### src/rtl/ext_unit_if.sv
// Decode-stage immediate-extender bus: raw immediate and op select in, extended values out.
interface ext_unit_if;
    logic [15:0] in;
    logic [1:0]  EXTOp;
    logic        en;
    logic [31:0] out;
    logic [31:0] out_q;
    logic        out_valid;

    modport master (
        output in,
        output EXTOp,
        output en,
        input  out,
        input  out_q,
        input  out_valid
    );

    modport slave (
        input  in,
        input  EXTOp,
        input  en,
        output out,
        output out_q,
        output out_valid
    );
endinterface

### src/rtl/ext_unit.sv
// MIPS immediate extender: zero/sign/LUI/branch-offset widening of a 16-bit immediate,
// with a combinational result for decode and an enabled, valid-flagged copy for ID/EX.
module ext_unit #(
    parameter int IN_W  = 16,
    parameter int OUT_W = 32
) (
    input  logic        clk,
    input  logic        rst_n,
    ext_unit_if.slave   bus
);

    localparam logic [1:0] EXT_OP_ZERO = 2'b00;
    localparam logic [1:0] EXT_OP_SIGN = 2'b01;
    localparam logic [1:0] EXT_OP_LUI  = 2'b10;
    localparam logic [1:0] EXT_OP_BR   = 2'b11;

    // Encoding is shared with the control unit, so the code values must not change.
    function automatic logic [OUT_W-1:0] f_extend(
        input logic [IN_W-1:0] imm,
        input logic [1:0]      op
    );
        logic [OUT_W-1:0] res;
        case (op)
            EXT_OP_ZERO: res = {16'h0000, imm};
            EXT_OP_SIGN: res = {{16{imm[IN_W-1]}}, imm};
            EXT_OP_LUI:  res = {imm, 16'h0000};
            EXT_OP_BR:   res = {{14{imm[IN_W-1]}}, imm, 2'b00};
            default:     res = {OUT_W{1'b0}};
        endcase
        return res;
    endfunction

    logic [OUT_W-1:0] w_ext;
    logic [OUT_W-1:0] r_out_q;
    logic             r_out_valid;

    // Same-cycle extension for decode; independent of clock and reset.
    always_comb begin
        w_ext = f_extend(bus.in, bus.EXTOp);
    end

    // ID/EX capture: reset dominates en, otherwise load on en and hold on !en.
    always_ff @(posedge clk or negedge rst_n) begin
        if (!rst_n) begin
            r_out_q     <= 32'h0000_0000;
            r_out_valid <= 1'b0;
        end else if (bus.en) begin
            r_out_q     <= w_ext;
            r_out_valid <= 1'b1;
        end else begin
            r_out_q     <= r_out_q;
            r_out_valid <= r_out_valid;
        end
    end

    assign bus.out       = w_ext;
    assign bus.out_q     = r_out_q;
    assign bus.out_valid = r_out_valid;

endmodule

### src/flat_wrapper.sv
// flat-port wrapper written by rule: the top's interface ports become plain ports
module ext_unit_flat 
#(
    parameter int IN_W  = 16,
    parameter int OUT_W = 32
)
  (clk, rst_n, bus_in, bus_EXTOp, bus_en, bus_out, bus_out_q, bus_out_valid);
  ext_unit_if bus_i ();
  input  logic clk;
  input  logic rst_n;
  input wire logic [$bits(bus_i.in)-1:0] bus_in;
  input wire logic [$bits(bus_i.EXTOp)-1:0] bus_EXTOp;
  input wire logic [$bits(bus_i.en)-1:0] bus_en;
  output wire logic [$bits(bus_i.out)-1:0] bus_out;
  output wire logic [$bits(bus_i.out_q)-1:0] bus_out_q;
  output wire logic [$bits(bus_i.out_valid)-1:0] bus_out_valid;
  assign bus_i.in = bus_in;
  assign bus_i.EXTOp = bus_EXTOp;
  assign bus_i.en = bus_en;
  assign bus_out = bus_i.out;
  assign bus_out_q = bus_i.out_q;
  assign bus_out_valid = bus_i.out_valid;
  ext_unit #(.IN_W(IN_W), .OUT_W(OUT_W)) u_core (.clk(clk), .rst_n(rst_n), .bus(bus_i));
endmodule
### config.mk
export PLATFORM = sky130hd
export DESIGN_NAME = ext_unit_flat
export DESIGN_NICKNAME = d
export VERILOG_FILES = /design/src/rtl/ext_unit_if.sv /design/src/rtl/ext_unit.sv /design/src/flat_wrapper.sv
export SDC_FILE = /design/constraint.sdc
export NUM_CORES = 1
export LEC_CHECK = 0
export CAP_MARGIN = 20
export CORE_MARGIN = 4
export CORE_UTILIZATION = 39
export CTS_CLUSTER_DIAMETER = 150
export DETAILED_ROUTE_END_ITERATION = 8
export GPL_ROUTABILITY_DRIVEN = 0
export PLACE_DENSITY = 0.84
export RECOVER_POWER = 100
export SLEW_MARGIN = 10
export SYNTH_ARGS = -nofsm -noshare
export SYNTH_HDL_FRONTEND = slang
export SYNTH_SLANG_ARGS = --single-unit
### constraint.sdc
create_clock -name clk -period 1 [get_ports clk]
set_input_delay 0.1 -clock clk [delete_from_list [all_inputs] [get_ports clk]]
set_output_delay 0.1 -clock clk [all_outputs]
set_load 0.005 [all_outputs]
# Word-level counts from Yosys, hierarchy flattened
# Index checks and enable logic that the tools add are counted.
# op_classes
n_mux	1
reduce_logical	1
eq_ne	3
# op_table
operator	n
$pmux 32 s4	1
$eq 2x2->1 const B	2
$eq 2x1->1 const B	1
$logic_not 2->1	1
# totals
out_inout_bits	65
input_bits	21
ff_bits	33

# Depth between registers and ports, before layout
# Gate-level depths: netlist (run 1).
# logic_depth
word_depth	2
ltp_mapped	5

# Worst setup path after synthesis (run 1)
# OpenSTA, ideal clock, no wires.
# synth_path
path_type	input -> register
from	input bus_EXTOp[1]
to	register u_core.r_out_q[16] (netlist: u_core.bus.out_q[16])
path_slack_ps	-66
path_stages	4
t_arrival_ps	941
t_required_ps	875
setup_ps	125
cell_sequence	buf_6 mux2_4 a22o_1 mux2_4
# synth_between
elab_chain_len	2
word_cells_on_any_way	5
# synth_rtl
item	line_no	source
from (decl)	flat_wrapper.sv:12	input wire logic [$bits(bus_i.EXTOp)-1:0] bus_EXTOp;
$eq 2x2->1 (tied with other cells)	ext_unit.sv:23	case (op)
$pmux 32 s4 (*)	ext_unit.sv:23	
named net bus_out[16]	flat_wrapper.sv:14	output wire logic [$bits(bus_i.out)-1:0] bus_out;
to (signal assigned)	ext_unit.sv:48	r_out_q <= w_ext;
to (signal assigned)	ext_unit.sv:51	r_out_q <= r_out_q;
to (decl)	ext_unit.sv:34	logic [OUT_W-1:0] r_out_q;
# Mark *: on every way through the listed nets, which the timed path passes. The rest lies on a longest branch.
# A chain may end at the register's enable or synchronous reset.

# Worst setup path in the final report (run 1)
# layout_path
from	input bus_EXTOp[1]
to	output bus_out[16]
# layout_between
elab_chain_len	2
word_cells_on_any_way	5
# layout_rtl
item	line_no
$eq 2x2->1 (tied with other cells)	ext_unit.sv:23
$pmux 32 s4 (*)	ext_unit.sv:23
to (decl)	flat_wrapper.sv:14
# Mark *: on every way between the ends. The rest lies on a longest branch, timed or not.

==> impl_metrics.toml, run 1 <==
[finish]
drive_gt1_frac = 0.478
finalNonFillerCells = 360
num-nets-final = 332
stdcell_area_mm2 = 0.00292
syn2layout_area_growth_pct = 84.3
fill_cells = 274
diodes = 0

[synthesis]
ys_ff_latch = 33
yosysMostFrequentCell = "nand2_1"
synth_warnings = 0
synth_fp_nets = 206
ys_top_cells_by_area = "dfrtp_1 52%, nand2_1 14%, a31oi_1 11%"
syn_avg_cell_area_um2 = 8.56
synth.yosys.seq_area_share = 0.522
synth_area_mm2 = 0.00158
netlist_instances = 185
ys_types = 16
synth_edf_count = 0
synth_commonest_cells = "57 x nand2_1, 33 x dfrtp_1, 28 x a31oi_1, 28 x nor2_1, 14 x nand2b_1"
ys_async_sr_fraction = 1.00
synth_top_cell_by_area = "dfrtp_1"
synth_top_area_share = 0.522
synth_flop_cell = "dfrtp_1"

[clocking]
cts_tree = "yes"
clock_sinks = 33
h-tree-depth = 2
clockBufferDepth = 2
insertion_delay_ps = 280
clkSlewWorstSetupHoldPaths_ps = 60
cts_buffers = 5
root_buffer = "clkbuf_8"

[floorplan]
rows = 22
io_pins = 86
dieWidth_um = 71.7
start_util = 0.417
die_area_mm2 = 0.00514
design.core.area_mm2 = 0.00380
fp.dieH_um = 71.7

[routing]
firstDrtPassIters = 4
drt-initial-drc-count = 91
ant_nets = 0
vias_per_cell = 5.11
finalWirelength_um = 5880
vias = 1841
drc_errors = 0
wl_per_cell_um = 16.3

[worst_setup_path]
crit_path_top_delay_cell = "a22o_1"
crit_chain = "buf_8, and2b_2, buf_6, buf_6, a22o_1, buf_2"
critPathRequiredTime_ps = 900
crit_path_start_kind = "primary input"
max_stage_delay_ps = 230
cpMostUsedCell = "buf_6"
end_kind = "output pin"
arrival_ps = 1020
cp_max_fo = 4
crit_type = "primary input to output pin"

[grt]
grt_max_degree = 34
grtUsageTotal = 0.238
grt_pass1_vias = 1904
grt.overflow.total = 0
grt_pass1_wl_um = 9430
antenna_found_initial = 0

[sta]
clock-skew-final_ps = 0
setup_tns_ps = -405
finalHoldViolCount = 0
slew_headroom = 0.693
timing.final.crit_period_ps = 1120
rsz0062_at_grt = "true"
slew_violations = 0
clock.fmax_ghz = 0.894
setup_violations = 9
setup_ws_ps = -119
worstMarginPinSlew_ps = 461
fin_crit_sh = 1.12

[placement]
hpwlAfterDp_um = 3920
place_ws_ps = -767
post_dp_cell_area_mm2 = 0.00265
io_buffer_count = 85
placed_cells = 331

[pwr]
max-vdd-ir-drop_v = 0.000863
leakagePower_nw = 1.57
powerDensity_mw_per_mm2 = 1270

[run_status]
status = "complete, but fails checks"
violations = "setup timing"

[min_path]
min_path_type = "primary input to flip-flop"

[flow_run]
drv_cap = 0
==> layout make-up <==
class / instances / area (µm²) / area share
clock inverters: 1 / 5.00 / 0.00172
flip-flops and latches: 33 / 826 / 0.283
well taps: 48 / 60.1 / 0.0206
multi-input cells: 139 / 906 / 0.311
repair buffers: 132 / 1020 / 0.351
clock buffers: 7 / 96.3 / 0.0330
==> cells by family (layout without fill, tap and decap cells) <==
family | Yosys count | count (layout) | synth area share
muxes | 5 | 5 | 0.0403
AOI/OAI and AO/OA | 30 | 30 | 0.121
DFF | 33 | 33 | 0.522
and+or+nand+nor | 104 | 104 | 0.277
buffers and inverters | 13 | 140 | 0.0395
==> path summary, 6_finish.rpt <==
| kind | start | end | cells past startpoint | slack, ps |
|---|---|---|---|---|
| max reg2reg | u_core.bus.out_q[16]$_DFFE_PN0P_ | u_core.bus.out_q[16]$_DFFE_PN0P_ | 2 | 100 |
| max in group asynchronous | rst_n | u_core.bus.out_q[11]$_DFFE_PN0P_ | 3 | 270 |
| min in group asynchronous | rst_n | u_core.bus.out_q[3]$_DFFE_PN0P_ | 3 | 410 |
| min | bus_in[13] | u_core.bus.out_q[15]$_DFFE_PN0P_ | 3 | 190 |
| min reg2reg | u_core.bus.out_q[0]$_DFFE_PN0P_ | u_core.bus.out_q[0]$_DFFE_PN0P_ | 1 | 510 |
| max | bus_EXTOp[1] | bus_out[16] | 6 | -120 |
==> per-layer routing <==
layer | global-route usage | up-vias | share of wire
met5 | 0 | - | 0
met3 | 0.0617 | 15 | 0.073
met4 | 0.109 | 0 | 0.025
li1 | - | 865 | -
met1 | 0.280 | 880 | 0.38
met2 | 0.404 | 81 | 0.52
==> placed cells by master (no fill, tap or decap), types with 6 or more instances in the layout <==
master,instances
a31oi_1,28
buf_2,12
buf_4,38
buf_6,9
clkbuf_2,34
clkbuf_8,7
clkdlybuf4s15_1,12
dfrtp_1,33
dlygate4sd2_1,18
nand2_1,33
nand2_2,9
nand2_4,13
nand2b_1,8
nand2b_4,6
nor2_1,28
==> flip-flops by register name, indices dropped and copies added, names as in the netlist <==
register,flops
u_core.bus.out_q,32
u_core.bus.out_valid,1
==> worst max-delay path: cells and delay by family <==
kind            cells  cell delay, ps
buf+inv             4             480
compound gates      1             230
simple gates        1             210
==> report_power, final <==
| part | internal [W] | switching, W |
|---|---|---|
| Clock | 0.000622 | 0.000480 |
| Sequential | 0.00147 | 0.0000755 |
| Combinational | 0.000565 | 0.000500 |
| Total | 0.00266 | 0.00106 |
==> through the flow <==
| stage | hold slack, ps | util | total power (W) |
|---|---|---|---|
| 2_1_floorplan | -196 | - | 0.00188 |
| 3_3_place_gp | 68.7 | 0.699 | 0.00259 |
| 3_5_place_dp | 72.5 | 0.699 | 0.00262 |
| 4_1_cts | 189 | 0.784 | 0.00372 |
| 5_1_grt | 200 | 0.768 | 0.00390 |
| 6_report | 192 | 0.768 | 0.00371 |
==> timing repair <==
item                       in CTS  in global routing
hold endpoints to repair       33                  0
pin swaps                      18                  3
gates cloned                    1                  0
setup buffers                  17                  4
hold buffers                    1                  0
resized for setup             222                 64
setup endpoints to repair      94                 54
No activity file was read; power rests on OpenSTA's default activity.
==> inputs of run 2 (changes only) <==
Settings changed: REMOVE_ABC_BUFFERS set to 1.
==> run 2 against run 1 <==
  * The run still ends with setup timing left
  * Sequential cell count unchanged
  * Utilization is 1.3 points lower
  * Cell count grew 1.7%
  * Clock power about the same
  * Critical path type unchanged
  * Largest power group unchanged
  * Highest routed layer unchanged
==> impl_metrics.toml, run 2 (same netlist as run 1, synthesis figures left out) <==
[min_path]
min_from = "bus_EXTOp[0]"
min_path_type = "primary input to flip-flop"
hold_depth = 3
hold_path_end = "u_core.bus.out_q[31]$_DFFE_PN0P_"

[worst_setup_path]
regToRegSetupSlack_ps = 90
critPathRequiredTime_ps = 900
cp_max_fo = 6
end_kind = "output pin"
crit_path_start_kind = "primary input"
arrival_ps = 920
reg2regPathDepth = 4
r2r_end = "u_core.bus.out_q[10]$_DFFE_PN0P_"
r2r-start = "u_core.bus.out_q[10]$_DFFE_PN0P_"
crit_type = "primary input to output pin"

[placement]
placed_cells = 333
io_buffer_count = 85
post_dp_cell_area_mm2 = 0.00266
hpwlAfterDp_um = 3770

[grt]
grtUsageTotal = 0.218
grt_pass1_wl_um = 8760
grt_pass1_vias = 1825
antenna_found_initial = 0
grt_max_degree = 31
grt.overflow.total = 0

[sta]
setup_violations = 6
setup_ws_ps = -24.2
setup_tns_ps = -88.0
finalHoldViolCount = 0
clock.fmax_ghz = 0.976
holdWs_ps = 215
slew_headroom = 0.751
slew_violations = 0
fin_crit_sh = 1.02
clock-skew-final_ps = 0
timing.final.crit_period_ps = 1020
rsz0062_at_grt = "true"
worstMarginPinSlew_ps = 374

[floorplan]
rows = 22
fp.dieH_um = 71.7
die_area_mm2 = 0.00514
design.core.area_mm2 = 0.00380
dieWidth_um = 71.7
io_pins = 86
start_util = 0.417

[clocking]
insertion_delay_ps = 280
h-tree-depth = 2
cts_buffers = 5
clkSlewWorstSetupHoldPaths_ps = 60
root_buffer = "clkbuf_8"
cts_tree = "yes"
clockBufferDepth = 2
clock_sinks = 33

[routing]
vias_per_cell = 4.99
ant_nets = 0
wl_per_cell_um = 15.0
firstDrtPassIters = 5
drt-initial-drc-count = 100
drc_errors = 0
finalWirelength_um = 5490
vias = 1826

[finish]
num-nets-final = 338
stdcell_area_mm2 = 0.00287
fill_cells = 301
syn2layout_area_growth_pct = 81.2
drive_gt1_frac = 0.469
largest_reg_flops = 32
final_common_cell = "buf_4"
finalNonFillerCells = 366
diodes = 0
most-common-layout-cells = "40 x buf_4, 34 x nand2_1, 33 x dfrtp_1"

[pwr]
finalPower_w = 0.00366
max-vdd-ir-drop_v = 0.00111
leakagePower_nw = 1.53
powerDensity_mw_per_mm2 = 1280

[flow_run]
drv_cap = 0

[run_status]
violations = "setup timing"
status = "complete, but fails checks"
[run 2: how the worst max path moves through the flow]
stage / startpoint / endpoint / slack (ps)
after floorplan: bus_EXTOp[0] / u_core.bus.out_q[16]$_DFFE_PN0P_ / -40
after global placement: bus_EXTOp[1] / bus_out[15] / -760
after detailed placement: bus_EXTOp[1] / bus_out[15] / -810
after CTS: bus_EXTOp[1] / bus_out[24] / -10
after global routing: bus_EXTOp[0] / bus_out[22] / -90
final: bus_EXTOp[1] / bus_out[22] / -20
[run 2: repair_timing]
| item | 4_1_cts | 5_1_grt |
|---|---|---|
| endpoints found under the setup margin | 96 | 50 |
| hold buffers | 1 | 0 |
| pin swaps | 9 | 2 |
| endpoints found under the hold margin | 12 | 0 |
| setup buffers | 20 | 4 |
| gates resized for setup | 220 | 53 |
[run 2: area by class of cell]
| cell class | instances | area (µm²) | share of cell area |
|---|---|---|---|
| multi-input combinational | 139 | 808 | 0.282 |
| tap | 48 | 60.1 | 0.0209 |
| clock inverter | 1 | 5.00 | 0.00175 |
| clock buffer | 7 | 96.3 | 0.0336 |
| sequential | 33 | 826 | 0.288 |
| timing repair buffer | 138 | 1070 | 0.374 |
[run 2: critical path, cell delays in order]
cell and delay [ps]:
buf_8 110, and2b_2 210, buf_6 140, buf_6 120, nand2_4 60, nand2_1 60, buf_2 130
[run 2: metrics by stage]
stage	utilization	setup WS, ps
5_1_grt	0.755	-85.1
3_5_place_dp	0.699	-809
3_3_place_gp	0.699	-764
2_1_floorplan	-	-40.4
4_1_cts	0.774	-11.9
6_report	0.755	-24.2
[run 2: metal layers]
layer	track usage	up-vias	wire (µm)
li1	-	881	-
met1	0.276	867	2270
met2	0.365	67	2740
met3	0.0463	11	369
met4	0.0814	0	110
met5	0	-	0
[run 2: report_power, final]
group / internal (W) / total (W) / switching (W)
sequential: 0.00147 / 0.00154 / 0.0000751
clock: 0.000622 / 0.00109 / 0.000472
combinational: 0.000558 / 0.00102 / 0.000463
total: 0.00265 / 0.00366 / 0.00101
==> inputs of run 3 (changes only) <==
Settings changed: CELL_PAD_IN_SITES_DETAIL_PLACEMENT set to 0, CELL_PAD_IN_SITES_GLOBAL_PLACEMENT set to 1, CORE_UTILIZATION 39 to 27, HOLD_SLACK_MARGIN set to 0.02.
==> run 3 against run 2 <==
  * The flow still finishes with violations (setup timing)
  * Clock-buffer cell count unchanged
  * Combinational power is 7% higher
  * Worst setup slack got worse by 21 ps
  * Maximum frequency fell by 2.0%
  * First-iteration DRC count fell by 30%
  * Clock power up 5%
  * Sequential power about the same
  * Global-route usage down 5.4 points
  * Non-clock buffer count up 15
  * Cell count rose by 11%
  * Sequential share of layout area fell by 1.9 points
  * Highest routed layer unchanged
  * Die area is 39% higher
==> impl_metrics.toml, run 3 (same netlist as run 1, synthesis figures left out) <==
[grt]
grt_pass1_vias = 1856
grt_max_degree = 34
grt_pass1_wl_um = 9270
grt.overflow.total = 0
antenna_found_initial = 0
grtUsageTotal = 0.165

[floorplan]
dieWidth_um = 84.6
design.core.area_mm2 = 0.00561
fp.dieH_um = 84.6
start_util = 0.282
rows = 27
die_area_mm2 = 0.00715
io_pins = 86

[pwr]
max-vdd-ir-drop_v = 0.000957
p_int_w = 0.00270
p_comb_frac = 0.290
leakagePower_nw = 1.63
switching_share = 0.284
clockPowerShare = 0.302
p_switching_w = 0.00107
sequentialPowerShare = 0.408
powerDensity_mw_per_mm2 = 1230

[sta]
clock-skew-final_ps = 0
timing.final.crit_period_ps = 1050
worstMarginPinSlew_ps = 479
fin_crit_sh = 1.05
setup_ws_ps = -45.3
rsz0062_at_grt = "true"
finalHoldViolCount = 0
slew_headroom = 0.681
slew_violations = 0
clock.fmax_ghz = 0.957
setup_tns_ps = -333
setup_violations = 12

[clocking]
clockBufferDepth = 2
root_buffer = "clkbuf_8"
clkSlewWorstSetupHoldPaths_ps = 70
insertion_delay_ps = 290
h-tree-depth = 2
cts_tree = "yes"
clock_sinks = 33
cts_buffers = 5

[worst_setup_path]
r2r-start = "u_core.bus.out_valid$_DFFE_PN0P_"
startpoint = "bus_EXTOp[0]"
r2r_end = "u_core.bus.out_valid$_DFFE_PN0P_"
endpoint = "bus_out[26]"
regToRegSetupSlack_ps = 130
crit_type = "primary input to output pin"
critPathRequiredTime_ps = 900
end_kind = "output pin"
cp_max_fo = 4
arrival_ps = 950
reg2regPathDepth = 2
crit_path_start_kind = "primary input"

[finish]
num-nets-final = 353
final_common_cell = "buf_4"
syn2layout_area_growth_pct = 93.9
fill_cells = 521
largest_reg_flops = 32
most-common-layout-cells = "48 x buf_4, 33 x dfrtp_1, 30 x nand2_1"
drive_gt1_frac = 0.486
diodes = 0

[flow_run]
drv_cap = 0

[placement]
place_ws_ps = -807
io_buffer_count = 85
hpwlAfterDp_um = 3710

[routing]
vias = 1840
vias_per_cell = 4.54
ant_nets = 0
drt-initial-drc-count = 70
firstDrtPassIters = 4
drc_errors = 0
wl_per_cell_um = 14.5
finalWirelength_um = 5870

[run_status]
status = "complete, but fails checks"
violations = "setup timing"

[min_path]
min_path_type = "primary input to flip-flop"
[run 3: through the flow]
stage               hold slack (ps)  instances  cell area, µm²  utilization  total power, W
finish                          256        405            3070        0.547         0.00377
global route                    266        405            3070        0.547         0.00396
CTS                             239        401            3090        0.552         0.00380
detailed placement             74.8        359            2710        0.484         0.00263
global placement               74.6        359            2710        0.484         0.00262
floorplan                      -196        172            1520            -         0.00183
[run 3: layout make-up]
type                            count  area (µm²)  area share
Sequential cell                    33         826       0.269
Multi-Input combinational cell    139         831       0.271
Clock inverter                      1        5.00     0.00163
Tap cell                           72        90.1      0.0294
Timing Repair Buffer              153        1220       0.398
Clock buffer                        7        96.3      0.0314
[run 3: power by group through the flow]
stage | logic (W) | clock network (W) | registers, W
after floorplan | 0.000261 | 0 | 0.00157
after global placement | 0.00106 | 0 | 0.00156
after detailed placement | 0.00107 | 0 | 0.00156
after CTS | 0.00109 | 0.00117 | 0.00154
after global routing | 0.00119 | 0.00122 | 0.00155
final | 0.00109 | 0.00114 | 0.00154
[run 3: worst max-delay path, cell delays in order]
cell     delay (ps)
buf_6           100
and2b_2         270
buf_6           140
buf_8           130
nand2_4          50
nand2_1          50
buf_2           100
[run 3: how the worst min path moves through the flow]
stage / end / startpoint / depth (start not counted)
2_1_floorplan: u_core.bus.out_q[0]$_DFFE_PN0P_ / rst_n / 0
3_3_place_gp: u_core.bus.out_q[28]$_DFFE_PN0P_ / rst_n / 2
3_5_place_dp: u_core.bus.out_q[28]$_DFFE_PN0P_ / rst_n / 2
4_1_cts: u_core.bus.out_q[17]$_DFFE_PN0P_ / bus_in[1] / 3
5_1_grt: u_core.bus.out_q[17]$_DFFE_PN0P_ / bus_in[1] / 3
6_report: u_core.bus.out_q[17]$_DFFE_PN0P_ / bus_in[1] / 3
[run 3: timing repair]
| action | CTS | global route |
|---|---|---|
| resized for setup | 232 | 56 |
| pin swaps | 12 | 6 |
| setup endpoints to repair | 95 | 53 |
| gates cloned | 2 | 0 |
| hold buffers | 1 | 0 |
| setup buffers | 32 | 6 |
| hold endpoints to repair | 33 | 0 |
[run 3: layer usage]
metal,vias to the layer above,share of wire,wire [µm],GRT usage
met5,-,0,0,0
met4,0,0.014,82,0.0504
met3,9,0.064,376,0.0451
met2,57,0.47,2760,0.268
met1,863,0.45,2650,0.213
li1,911,-,-,-
